## src/rtl/pipe_addsub_pkg.sv

```systemverilog
// Shared constants and helpers for the segmented pipelined adder/subtractor.
// Operation encoding and the per-stage segment width live here.
package pipe_addsub_pkg;

  localparam logic OP_ADD = 1'b0;
  localparam logic OP_SUB = 1'b1;

  function automatic int seg_width(input int width, input int segments);
    return (segments > 0) ? width / segments : width;
  endfunction

endpackage

```

## src/rtl/pipe_addsub_segment.sv

```systemverilog
// One carry segment: combinational SEG_W-bit add with carry in/out.
// c_msb is the carry into the top bit, used for signed overflow.
module addsub_segment #(
  parameter int SEG_W = 8
) (
  input  logic [SEG_W-1:0] a,
  input  logic [SEG_W-1:0] b,
  input  logic             ci,
  output logic [SEG_W-1:0] s,
  output logic             co,
  output logic             c_msb
);

  logic [SEG_W:0] full;

  assign full  = {1'b0, a} + {1'b0, b} + {{SEG_W{1'b0}}, ci};
  assign s     = full[SEG_W-1:0];
  assign co    = full[SEG_W];
  assign c_msb = s[SEG_W-1] ^ a[SEG_W-1] ^ b[SEG_W-1];

endmodule

```

## src/rtl/pipe_addsub.sv

```systemverilog
// Segmented pipelined adder/subtractor, one carry segment per stage.
// The whole pipe stalls together when the output beat is not taken.
module pipe_addsub
  import pipe_addsub_pkg::*;
#(
  parameter int WIDTH    = 32,
  parameter int SEGMENTS = 4
) (
  input  logic             i_clk,
  input  logic             i_rst_n,
  input  logic             i_valid,
  output logic             o_ready,
  input  logic [WIDTH-1:0] i_number_1,
  input  logic [WIDTH-1:0] i_number_2,
  input  logic             i_sub,
  input  logic             i_carry,
  output logic             o_valid,
  input  logic             i_ready,
  output logic [WIDTH-1:0] result_o,
  output logic             carry_o,
  output logic             overflow_o,
  output logic             zero_o
);

  localparam int SW    = seg_width(WIDTH, SEGMENTS);
  localparam int L     = SEGMENTS - 1;
  localparam int DEPTH = (SEGMENTS > 1) ? SEGMENTS - 1 : 1;
  localparam logic [WIDTH-1:0] SEG_MASK =
    {WIDTH{1'b1}} >> (WIDTH - SW);

  if (SEGMENTS < 1 || (WIDTH % SEGMENTS) != 0) begin : g_bad_cfg
    $error("pipe_addsub: WIDTH must be a multiple of SEGMENTS >= 1");
  end

  logic             advance;
  logic [WIDTH-1:0] b_eff;
  logic             c_first;

  logic             v_q  [SEGMENTS];
  logic             v_in [SEGMENTS];

  logic [WIDTH-1:0] a_q [DEPTH];
  logic [WIDTH-1:0] b_q [DEPTH];
  logic [WIDTH-1:0] r_q [DEPTH];
  logic             c_q [DEPTH];

  logic [WIDTH-1:0] a_in [SEGMENTS];
  logic [WIDTH-1:0] b_in [SEGMENTS];
  logic [WIDTH-1:0] r_in [SEGMENTS];
  logic [WIDTH-1:0] r_nx [SEGMENTS];
  logic             c_in [SEGMENTS];
  logic             c_nx [SEGMENTS];
  logic             m_nx [SEGMENTS];

  assign advance = !o_valid || i_ready;
  assign o_ready = advance;
  assign o_valid = v_q[L];

  // Subtract is A + ~B + 1; the external carry only applies to adds.
  assign b_eff   = (i_sub == OP_SUB) ? ~i_number_2 : i_number_2;
  assign c_first = (i_sub == OP_SUB) ? 1'b1 : i_carry;

  for (genvar k = 0; k < SEGMENTS; k++) begin : g_stage
    logic [SW-1:0] s;

    if (k == 0) begin : g_head
      assign a_in[k] = i_number_1;
      assign b_in[k] = b_eff;
      assign c_in[k] = c_first;
      assign r_in[k] = '0;
      assign v_in[k] = i_valid;
    end else begin : g_body
      assign a_in[k] = a_q[k-1];
      assign b_in[k] = b_q[k-1];
      assign c_in[k] = c_q[k-1];
      assign r_in[k] = r_q[k-1];
      assign v_in[k] = v_q[k-1];
    end

    addsub_segment #(
      .SEG_W(SW)
    ) u_seg (
      .a    (a_in[k][k*SW +: SW]),
      .b    (b_in[k][k*SW +: SW]),
      .ci   (c_in[k]),
      .s    (s),
      .co   (c_nx[k]),
      .c_msb(m_nx[k])
    );

    assign r_nx[k] = (r_in[k] & ~(SEG_MASK << (k*SW)))
                   | (WIDTH'(s) << (k*SW));
  end

  always_ff @(posedge i_clk or negedge i_rst_n) begin
    if (!i_rst_n) begin
      for (int k = 0; k < SEGMENTS; k++) v_q[k] <= 1'b0;
    end else if (advance) begin
      for (int k = 0; k < SEGMENTS; k++) v_q[k] <= v_in[k];
    end
  end

  // Intermediate data carries no reset; bubbles leave it untouched.
  always_ff @(posedge i_clk) begin
    for (int k = 0; k < SEGMENTS - 1; k++) begin
      if (advance && v_in[k]) begin
        a_q[k] <= a_in[k];
        b_q[k] <= b_in[k];
        r_q[k] <= r_nx[k];
        c_q[k] <= c_nx[k];
      end
    end
  end

  always_ff @(posedge i_clk or negedge i_rst_n) begin
    if (!i_rst_n) begin
      result_o   <= '0;
      carry_o    <= 1'b0;
      overflow_o <= 1'b0;
      zero_o     <= 1'b0;
    end else if (advance && v_in[L]) begin
      result_o   <= r_nx[L];
      carry_o    <= c_nx[L];
      overflow_o <= c_nx[L] ^ m_nx[L];
      zero_o     <= (r_nx[L] == '0);
    end
  end

endmodule

```

## config.mk

```make
export PLATFORM = sky130hd
export DESIGN_NAME = pipe_addsub
export DESIGN_NICKNAME = d
export VERILOG_FILES = /design/src/rtl/pipe_addsub_pkg.sv /design/src/rtl/pipe_addsub_segment.sv /design/src/rtl/pipe_addsub.sv
export SDC_FILE = /design/constraint.sdc
export NUM_CORES = 1
export LEC_CHECK = 0
export ABC_CLOCK_PERIOD_IN_PS = 3800
export BUFFER_PORTS_ARGS = -buffer_cell sky130_fd_sc_hd__buf_2
export CORE_MARGIN = 5
export CORE_UTILIZATION = 40
export CTS_CLUSTER_SIZE = 40
export DETAILED_ROUTE_END_ITERATION = 8
export SETUP_SLACK_MARGIN = 0.05
export SYNTH_ARGS = -nofsm -noshare
export SYNTH_HDL_FRONTEND = slang
export SYNTH_HIERARCHICAL = 1
export SYNTH_SLANG_ARGS = --single-unit
```

## constraint.sdc

```tcl
create_clock -name i_clk -period 3.8 [get_ports i_clk]
set_input_delay 0.76 -clock i_clk [delete_from_list [all_inputs] [get_ports i_clk]]
set_output_delay 0.76 -clock i_clk [all_outputs]
set_load 0.01 [all_outputs]
```

==> results of run 1 <==
## cells in the final DEF (no fill, tap or decap), drive strengths merged, types with 4 or more instances in the layout
cell / count
a211oi: 8
a21o: 11
a21oi: 16
a31o: 4
a31oi: 4
a41oi: 4
buf: 110
clkbuf: 19
clkinv: 4
dfrtp: 39
edfxtp: 147
fa: 8
ha: 28
inv: 20
mux2: 33
nand2: 6
nand2b: 4
nor2: 8
nor3: 12
nor4: 8
o2111ai: 4
o21ai: 23
o21bai: 4
or4b: 4
xnor2: 13
xor2: 37
## power by group
part	internal [mW]	switching, mW	leakage (nW)
clock network	0.888	0.765	0.271
logic	0.999	1.07	1.52
registers	2.97	0.279	1.86
total	4.86	2.11	3.65
## registers in the layout (all words and copies together) (netlist names)
signal,count
r_q,48
v_in,3
overflow_o,1
zero_o,1
carry_o,1
b_q,48
a_q,48
result_o,32
c_q,3
o_valid,1
## cell type report
type | count | area share
Clock inverter | 13 | 0.0117
Timing Repair Buffer | 110 | 0.0621
Multi-Input combinational cell | 248 | 0.251
Inverter | 14 | 0.00624
Tap cell | 265 | 0.0359
Sequential cell | 186 | 0.584
Clock buffer | 19 | 0.0491
## worst max-delay path, delay by kind of cell, from the launching register on
| family | cells | cell delay, ns |
|---|---|---|
| AOI/OAI and AO/OA | 4 | 0.95 |
| DFF | 1 | 0.41 |
| and+or+nand+nor | 3 | 0.60 |
| adders and majority gates | 2 | 0.97 |
## how the worst max path moves through the flow
stage	slack, ns	startpoint	end
finish	0.77	a_q[0][88]	zero_o
global route	0.57	a_q[0][88]	zero_o
CTS	0.78	a_q[0][88]	zero_o
floorplan	0.65	i_sub	c_q[0][0]
global placement	0.62	i_sub	c_q[0][0]
detailed placement	0.57	i_sub	c_q[0][0]
## routing by layer
metal / up-vias / global-route usage / wire length (microns)
met1: 1962 / 0.163 / 5940
met3: 17 / 0.0369 / 584
met4: 0 / 0.0522 / 248
li1: 1989 / - / -
met2: 94 / 0.210 / 6870
met5: - / 0 / 0
## through the flow
stage | utilization | setup WS (ns) | power (mW)
6_report | 0.475 | 0.774 | 6.97
5_1_grt | 0.475 | 0.570 | 7.40
4_1_cts | 0.475 | 0.783 | 7.08
3_5_place_dp | 0.447 | 0.569 | 5.40
3_3_place_gp | 0.447 | 0.623 | 5.32
2_1_floorplan | - | 0.653 | 4.78
==> results.ini, run 1 <==
[status]
status=finished, final reports clean

[place]
postPlaceCellArea_sq_um=8660
dp_hpwl_microns=10000
port_buffers=106
placed_cells=823
place.gp.congestion=0.805

[die]
die_w_microns=150
fp-row-count=51
coreArea_sq_um=19400
die_y_microns=150
initial_core_util=0.404
dieArea_sq_um=22500
ios=107

[timing]
skew_ns=0.00836
max_freq_ghz=0.330
holdWs_ns=0.415
finalMaxSlewViolations=0
worst_slew_pin_slew_ns=1.02
rsz0062_at_grt=false
finalSetupTns_ns=0
fin_crit_sh=0.796
slew_headroom=0.322
hold_viol=0
setup_viol=0
min_period_ns=3.03

[drt]
wire_per_inst_microns=16.0
viasPerCell=4.75
num_vias=4062
drtAntennaViolNets=0
first_pass_iters=4
routed_wl_microns=13600
drtIter0Drc=182
drcViolationCount=0

[synthesis]
synth_area_sq_um=7840
syn_avg_cell_area_sq_um=17.2
syn_nets=561
yosysWarnings=6
synth_cells=455

[cts]
cts_buffers=17
worstSkewPairLatency_ns=0.43
htree_levels=4
cts_tree=done
post-cts-setup-buffers=0
ctsResizeCount=0
cts.clk_slew.worst_paths_ns=0.07
cts_hold_buffers=0
root_buffer=clkbuf_16
clockBufferDepth=2
cts_sinks=186

[global_routing]
grt_pass1_wl_microns=22100
grt_remaining_overflow=0
globalRouteTotalUtil=0.129
antenna_found_initial=0
grt_pass1_vias=4309
grt_start_max_net_pins=43

[worst_setup_path]
worstPathMaxFanout=4
ff2ff_path_depth=9
r2r_setup_slack_ns=0.77
worstReg2RegStart=a_q[0][88]
max_stage_delay_ns=0.53
crit_slowest_cell=fa_1
crit_required_ns=4.13
cp.arrival_ns=3.36
worst_setup_path_end_kind=flop
timing.critical_path.mode_cell=fa_1
path_cells=fa_1, fa_1, a21o_2, a21oi_1, or4b_1, o2111ai_1, nor4_1, nand4_1, o31ai_1
path_class=flop to flop
start_kind=flop
r2r-end=zero_o

[power]
power.density_nw_per_um2=756
p_leak_nw=3.65
peakVddDrop_v=0.000315

[min_path]
holdPathEnd=a_q[0][49]
min_delay_path_depth=0
min-delay-start=a_q[0][17]
hold_class=flop to flop

[final_layout]
multiInputGateArea_sq_um=2310
final_nets=683
drive_gt1_frac=0.341
final_cell_area_sq_um=9220
stdcell_count=855
seq_area_sq_um=5390
syn2layout_area_growth_pct=17.7
antenna_cells=0
fillers=1712

[run]
maxCapViolCount=0

Note: power is estimated with default switching activity, not from simulation.
==> run 2: changes to the inputs <==
--- a/config.mk
+++ b/config.mk
@@ -5,7 +5,8 @@
 export SDC_FILE = /design/constraint.sdc
 export NUM_CORES = 1
 export LEC_CHECK = 0
-export ABC_CLOCK_PERIOD_IN_PS = 3800
+export ABC_AREA = 1
+export ABC_CLOCK_PERIOD_IN_PS = 2800
 export BUFFER_PORTS_ARGS = -buffer_cell sky130_fd_sc_hd__buf_2
 export CORE_MARGIN = 5
 export CORE_UTILIZATION = 40
==> constraint.sdc (replaced) <==
create_clock -name i_clk -period 2.8 [get_ports i_clk]
set_input_delay 0.56 -clock i_clk [delete_from_list [all_inputs] [get_ports i_clk]]
set_output_delay 0.56 -clock i_clk [all_outputs]
set_load 0.01 [all_outputs]
==> run 2 against run 1 <==
  * First-iteration DRC count rose by 18%
  * Fmax grew 32%
  * Utilization rose by 0.32 points
  * Synthesized area rose by 0.37%
  * Clock skew up 0.0021 ns
  * Global-route usage is 0.17 points higher
  * Critical endpoint unchanged
  * Non-clock buffer count grew 1
  * Critical path type unchanged
  * Die area up 0.34%
  * Final area increased by 0.68%
==> results.ini, run 2 <==
[worst_setup_path]
max_stage_delay_ns=0.48  ; -0.05 ns
r2r_setup_slack_ns=0.50  ; -0.27 ns
worstReg2RegStart=a_q[0][88]
crit_slowest_cell=fa_1
worstPathMaxFanout=3  ; -1
start_kind=flop
path_cells=fa_1, fa_1, nand3_1, nand2_1, a21oi_1, xnor2_1, inv_1, nand3_1, nor2_1, nand2_1, o21bai_1
cp.arrival_ns=2.65  ; -0.71 ns
crit_family=adder cells
path_class=flop to flop
crit_buf_inv=1  ; +1
crit_required_ns=3.15  ; -0.98 ns
crit_cells=11  ; +2
ff2ff_path_depth=11  ; +2
r2r-end=zero_o
worst_setup_path_end_kind=flop

[synthesis]
syn_avg_cell_area_sq_um=13.6  ; -21%
synth_area_sq_um=7870  ; +0.37%
syn_nets=684  ; +22%
synth_cells=578  ; +27%
yosysWarnings=6  ; unchanged

[cts]
cts_buffers=17  ; unchanged
root_buffer=clkbuf_16
post-cts-setup-buffers=0  ; unchanged
cts.clk_slew.worst_paths_ns=0.07  ; about the same
worstSkewPairLatency_ns=0.43  ; about the same
cts_tree=done
cts_hold_buffers=0  ; unchanged
htree_levels=4  ; unchanged
clockBufferDepth=2  ; unchanged
cts_sinks=186  ; unchanged
ctsResizeCount=0  ; unchanged

[final_layout]
largestRegisters=a_q x48, b_q x48, r_q x48
antenna_cells=0  ; unchanged
stdcell_count=976  ; +14%
final_cell_mix=edfxtp_1, nand2_1, buf_2, xor2_1, dfrtp_1
utilization=0.479  ; +0.00322
syn2layout_area_growth_pct=18.0
final_nets=804  ; +18%
layout.cells.most_common=edfxtp_1
drive_gt1_frac=0.280  ; -0.0608
fillers=1753  ; +2.4%

[power]
pwr-share-clk=0.240  ; +0.003
power_mw=9.32  ; +34%
p_comb_frac=0.292  ; -0.005
power_switching_mw=3.04  ; +44%
peakVddDrop_v=0.000389  ; +24%
power_switching_share=0.326  ; +0.0231
internal_power_mw=6.28  ; +29%
p_leak_nw=3.95  ; +8.2%
pwr-share-seq=0.468  ; +0.002
power.density_nw_per_um2=1000  ; +33%

[die]
fp-row-count=51  ; unchanged
ios=107  ; unchanged
die_y_microns=150  ; +0.17%
initial_core_util=0.406  ; +0.00148
die_w_microns=150  ; +0.17%
coreArea_sq_um=19400  ; unchanged
dieArea_sq_um=22600  ; +0.34%

[global_routing]
grt_remaining_overflow=0  ; unchanged
grt_pass1_wl_microns=22600  ; +2.2%
grt_pass1_vias=4654  ; +8.0%
antenna_found_initial=0  ; unchanged
globalRouteTotalUtil=0.131  ; +0.00171
grt_start_max_net_pins=58  ; +35%

[run]
maxCapViolCount=0  ; unchanged

[place]
dp_hpwl_microns=9920  ; -1.2%
placed_cells=944  ; +15%
port_buffers=106  ; unchanged
place.gp.congestion=0.818  ; +1.6%
pre_cts_slack_ns=0.228  ; -0.341 ns

[timing]
hold_viol=0  ; unchanged
worst_slew_pin_slew_ns=0.875  ; -0.142 ns
fin_crit_sh=0.821  ; +0.0249
skew_ns=0.0104  ; +0.00207 ns
setup_viol=0  ; unchanged
min_period_ns=2.30  ; -0.727 ns
finalMaxSlewViolations=0  ; unchanged
setup_ws_ns=0.501  ; -0.273 ns
max_freq_ghz=0.435  ; +32%
slew_headroom=0.417  ; +0.0947
rsz0062_at_grt=false
finalSetupTns_ns=0  ; unchanged

[drt]
viasPerCell=4.55  ; -4.1%
num_vias=4445  ; +9.4%
drtIter0Drc=214  ; +18%
first_pass_iters=4  ; unchanged
drcViolationCount=0  ; unchanged
drtAntennaViolNets=0  ; unchanged
wire_per_inst_microns=14.2  ; -11%
routed_wl_microns=13800  ; +1.4%

[status]
status=finished, final reports clean

[min_path]
hold_class=input port to async pin

==> run 2: cell types whose count changed in the layout (fill, tap and decap cells not counted), moves of 5 or more <==
cell / before / now
o21ai_0: 22 / 2
nor2_1: 8 / 28
nor3_1: 12 / 0
mux2_2: 5 / 0
a21o_2: 7 / 0
mux2_4: 28 / 0
nand2_1: 5 / 118
o21ai_2: 0 / 9
nand3_1: 0 / 24
nor4_1: 8 / 0
inv_1: 13 / 35
nor2_2: 0 / 6
nand2_2: 0 / 26
==> run 2: worst max-delay path by stage <==
stage	start	endpoint	slack, ns
3_5_place_dp	i_sub	r_q[0][6]	0.23
5_1_grt	a_q[0][88]	zero_o	0.33
3_3_place_gp	i_sub	r_q[0][6]	0.29
4_1_cts	a_q[0][88]	zero_o	0.48
6_report	a_q[0][88]	zero_o	0.50
2_1_floorplan	i_sub	r_q[0][6]	0.27
==> run 2: power by group through the flow <==
stage / clock network [mW] / logic (mW) / registers, mW
global placement: 0 / 2.67 / 4.41
detailed placement: 0 / 2.76 / 4.44
finish: 2.24 / 2.72 / 4.36
CTS: 2.31 / 2.78 / 4.38
floorplan: 0 / 1.86 / 4.46
global route: 2.43 / 3.09 / 4.44
==> run 2: area by class of cell <==
cell class              count  area (sq um)  area share
repair buffers            111           606      0.0652
inverters                  38           150      0.0162
clock inverters             9          60.1     0.00647
clock buffers              23           499      0.0538
well taps                 265           332      0.0357
flip-flops and latches    186          5390       0.580
multi-input cells         344          2250       0.242
==> run 2: worst register-to-register path, delay by kind of cell, from the launching register on <==
kind                     cells  cell delay [ns]
flip-flops                   1             0.40
AO/OA/AOI/OAI                2             0.32
AND/OR/NAND/NOR              5             0.45
adder cells (fa/ha/maj)      2             0.90
buffers and inverters        1             0.08
XOR/XNOR                     1             0.08
==> run 2: through the flow <==
step                      area (sq um)  hold slack [ns]
after floorplan                   7870            0.264
after global placement            8730            0.401
after detailed placement          8730            0.405
after CTS                         9290            0.267
after global routing              9290            0.276
final                             9290            0.248
==> run 2: metal layers <==
layer  global-route usage  share of wire  vias to the layer above  wire length [microns]
met5                    0              0                        -                      0
met4               0.0544          0.019                        0                    269
met3               0.0361          0.048                       17                    670
met2                0.226           0.51                      113                   7040
met1                0.154           0.42                     2109                   5860
li1                     -              -                     2206                      -
==> run 3: changes to the inputs <==
--- a/config.mk
+++ b/config.mk
@@ -5,8 +5,8 @@
 export SDC_FILE = /design/constraint.sdc
 export NUM_CORES = 1
 export LEC_CHECK = 0
-export ABC_AREA = 1
-export ABC_CLOCK_PERIOD_IN_PS = 2800
+export ABC_AREA = 0
+export ABC_CLOCK_PERIOD_IN_PS = 2250
 export BUFFER_PORTS_ARGS = -buffer_cell sky130_fd_sc_hd__buf_2
 export CORE_MARGIN = 5
 export CORE_UTILIZATION = 40
==> constraint.sdc (replaced) <==
create_clock -name i_clk -period 2.25 [get_ports i_clk]
set_input_delay 0.45 -clock i_clk [delete_from_list [all_inputs] [get_ports i_clk]]
set_output_delay 0.45 -clock i_clk [all_outputs]
set_load 0.01 [all_outputs]
==> run 3 against run 2 <==
  * The run now ends with setup timing left
  * Setup slack worse by 0.77 ns
  * Utilization is 1.2 points higher
  * Non-clock buffer count rose by 22
  * Register-to-register slack lost 0.77 ns
  * Global-route usage about the same
  * Final area is 2.4% higher
  * Combinational power grew 44%
  * Flip-flop and latch count is the same
  * Sequential share of layout area fell by 1.4 points
  * Worst hold slack lost 0.054 ns
  * Critical path type unchanged
  * Critical endpoint unchanged
==> results.ini, run 3 (synthesized netlist as in run 1, its figures left out) <==
[timing]
setup_ws_ns=-0.270  ; -0.771 ns
skew_ns=0.00774  ; -0.00269 ns
fin_crit_sh=1.12  ; +0.299
worst_slew_pin_slew_ns=0.998  ; +0.123 ns
finalMaxSlewViolations=0  ; unchanged
slew_headroom=0.335  ; -0.0817
rsz0062_at_grt=true
hold_viol=0  ; unchanged
min_period_ns=2.52  ; +0.221 ns
max_freq_ghz=0.397  ; -8.8%
setup_viol=4  ; +4
holdWs_ns=0.194  ; -0.0544 ns

[global_routing]
grt_remaining_overflow=0  ; unchanged
globalRouteTotalUtil=0.131  ; -0.000166
grt_pass1_wl_microns=22400  ; -1.0%
grt_start_max_net_pins=59  ; +1.7%
antenna_found_initial=1  ; +1
grt_pass1_vias=4402  ; -5.4%

[die]
dieArea_sq_um=22500  ; -0.34%
coreArea_sq_um=19400  ; unchanged
die_y_microns=150  ; -0.17%
die_w_microns=150  ; -0.17%
fp-row-count=51  ; unchanged
ios=107  ; unchanged
initial_core_util=0.404  ; -0.00148

[drt]
num_vias=4221  ; -5.0%
routed_wl_microns=14000  ; +1.3%
wire_per_inst_microns=16.0  ; +13%
drcViolationCount=0  ; unchanged
drtIter0Drc=230  ; +7.5%
viasPerCell=4.81  ; +5.6%
drtAntennaViolNets=0  ; unchanged
first_pass_iters=4  ; unchanged

[run]
maxCapViolCount=0  ; unchanged

[final_layout]
layout.cells.most_common=edfxtp_1
final_cell_mix=edfxtp_1, buf_2, dfrtp_1, xor2_1
final_nets=706  ; -12%
syn2layout_area_growth_pct=21.4
antenna_cells=0  ; unchanged
stdcell_count=878  ; -10%
largestRegisters=a_q x48, b_q x48, r_q x48
drive_gt1_frac=0.388  ; +0.108

[worst_setup_path]
worstPathMaxFanout=3  ; unchanged
startpoint=a_q[0][88]
cp-endpoint=zero_o
r2r-end=zero_o
worst_setup_path_end_kind=flop
ff2ff_path_depth=9  ; -2
crit_required_ns=2.59  ; -0.56 ns
start_kind=flop
path_class=flop to flop
cp.arrival_ns=2.86  ; +0.21 ns
worstReg2RegStart=a_q[0][88]
r2r_setup_slack_ns=-0.27  ; -0.77 ns

[status]
failed_checks=setup timing
status=finished, violations left

[cts]
htree_levels=4  ; unchanged
clockBufferDepth=2  ; unchanged
cts_sinks=186  ; unchanged
root_buffer=clkbuf_16
cts_buffers=17  ; unchanged
cts.clk_slew.worst_paths_ns=0.07  ; about the same
cts_tree=done
worstSkewPairLatency_ns=0.43  ; about the same

[power]
power_mw=12.2  ; +31%
peakVddDrop_v=0.000556  ; +43%
p_leak_nw=3.77  ; -4.6%
power.density_nw_per_um2=1290  ; +28%

[place]
place.gp.congestion=0.800  ; -2.1%
placed_cells=843  ; -11%
port_buffers=106  ; unchanged
pre_cts_slack_ns=-0.339  ; -0.567 ns
dp_hpwl_microns=10000  ; +1.3%

[min_path]
hold_class=input port to flop

## run 3: worst max-delay path, stage by stage, from the launching register on
cell	delay [ns]
edfxtp_1	0.40
fa_2	0.42
fa_2	0.36
a21o_2	0.24
a21oi_4	0.17
or4b_1	0.15
o2111ai_2	0.13
nor4_2	0.17
nand4_1	0.15
o31ai_2	0.24
## run 3: report_power, final
| part | internal [mW] | switching (mW) |
|---|---|---|
| clock network | 1.54 | 1.30 |
| logic | 1.96 | 1.95 |
| registers | 5.02 | 0.474 |
## run 3: stage by stage
stage / utilization / setup TNS [ns] / cell area (sq um)
CTS: 0.489 / -0.874 / 9490
finish: 0.490 / -0.870 / 9510
global placement: 0.457 / -1.47 / 8860
floorplan: - / -0.781 / 7900
global route: 0.490 / -1.30 / 9510
detailed placement: 0.457 / -1.83 / 8860
## run 3: worst min-delay path by stage
stage,startpoint,endpoint,cells past startpoint
after floorplan,i_rst_n,carry_o,0
after global placement,i_rst_n,result_o[7],1
after detailed placement,b_q[0][61],b_q[0][93],0
after CTS,i_number_1[15],a_q[0][15],1
after global routing,i_number_1[9],a_q[0][9],1
final,i_number_1[13],a_q[0][13],1
## run 3: layer usage
metal | vias up | wire length [microns] | GRT usage
met1 | 2076 | 6080 | 0.163
li1 | 2022 | - | -
met3 | 20 | 595 | 0.0351
met5 | - | 7 | 0
met2 | 101 | 7100 | 0.219
met4 | 2 | 227 | 0.0480
## run 3: final cells by class
class                      instances  area [sq um]
clock inverter                    15           144
timing repair buffer             133           761
tap                              265           332
fill                            1699          9890
clock buffer                      17           425
inverter                          14          57.6
multi-input combinational        248          2400
sequential                       186          5390
## run 3: what timing repair did
| action | in CTS | in global routing |
|---|---|---|
| setup buffers | 1 | 1 |
| setup endpoints to repair | 7 | 7 |
| resized for setup | 7 | 5 |
| pin swaps | 6 | 5 |
| hold endpoints to repair | 16 | 0 |
| hold buffers | 1 | 0 |
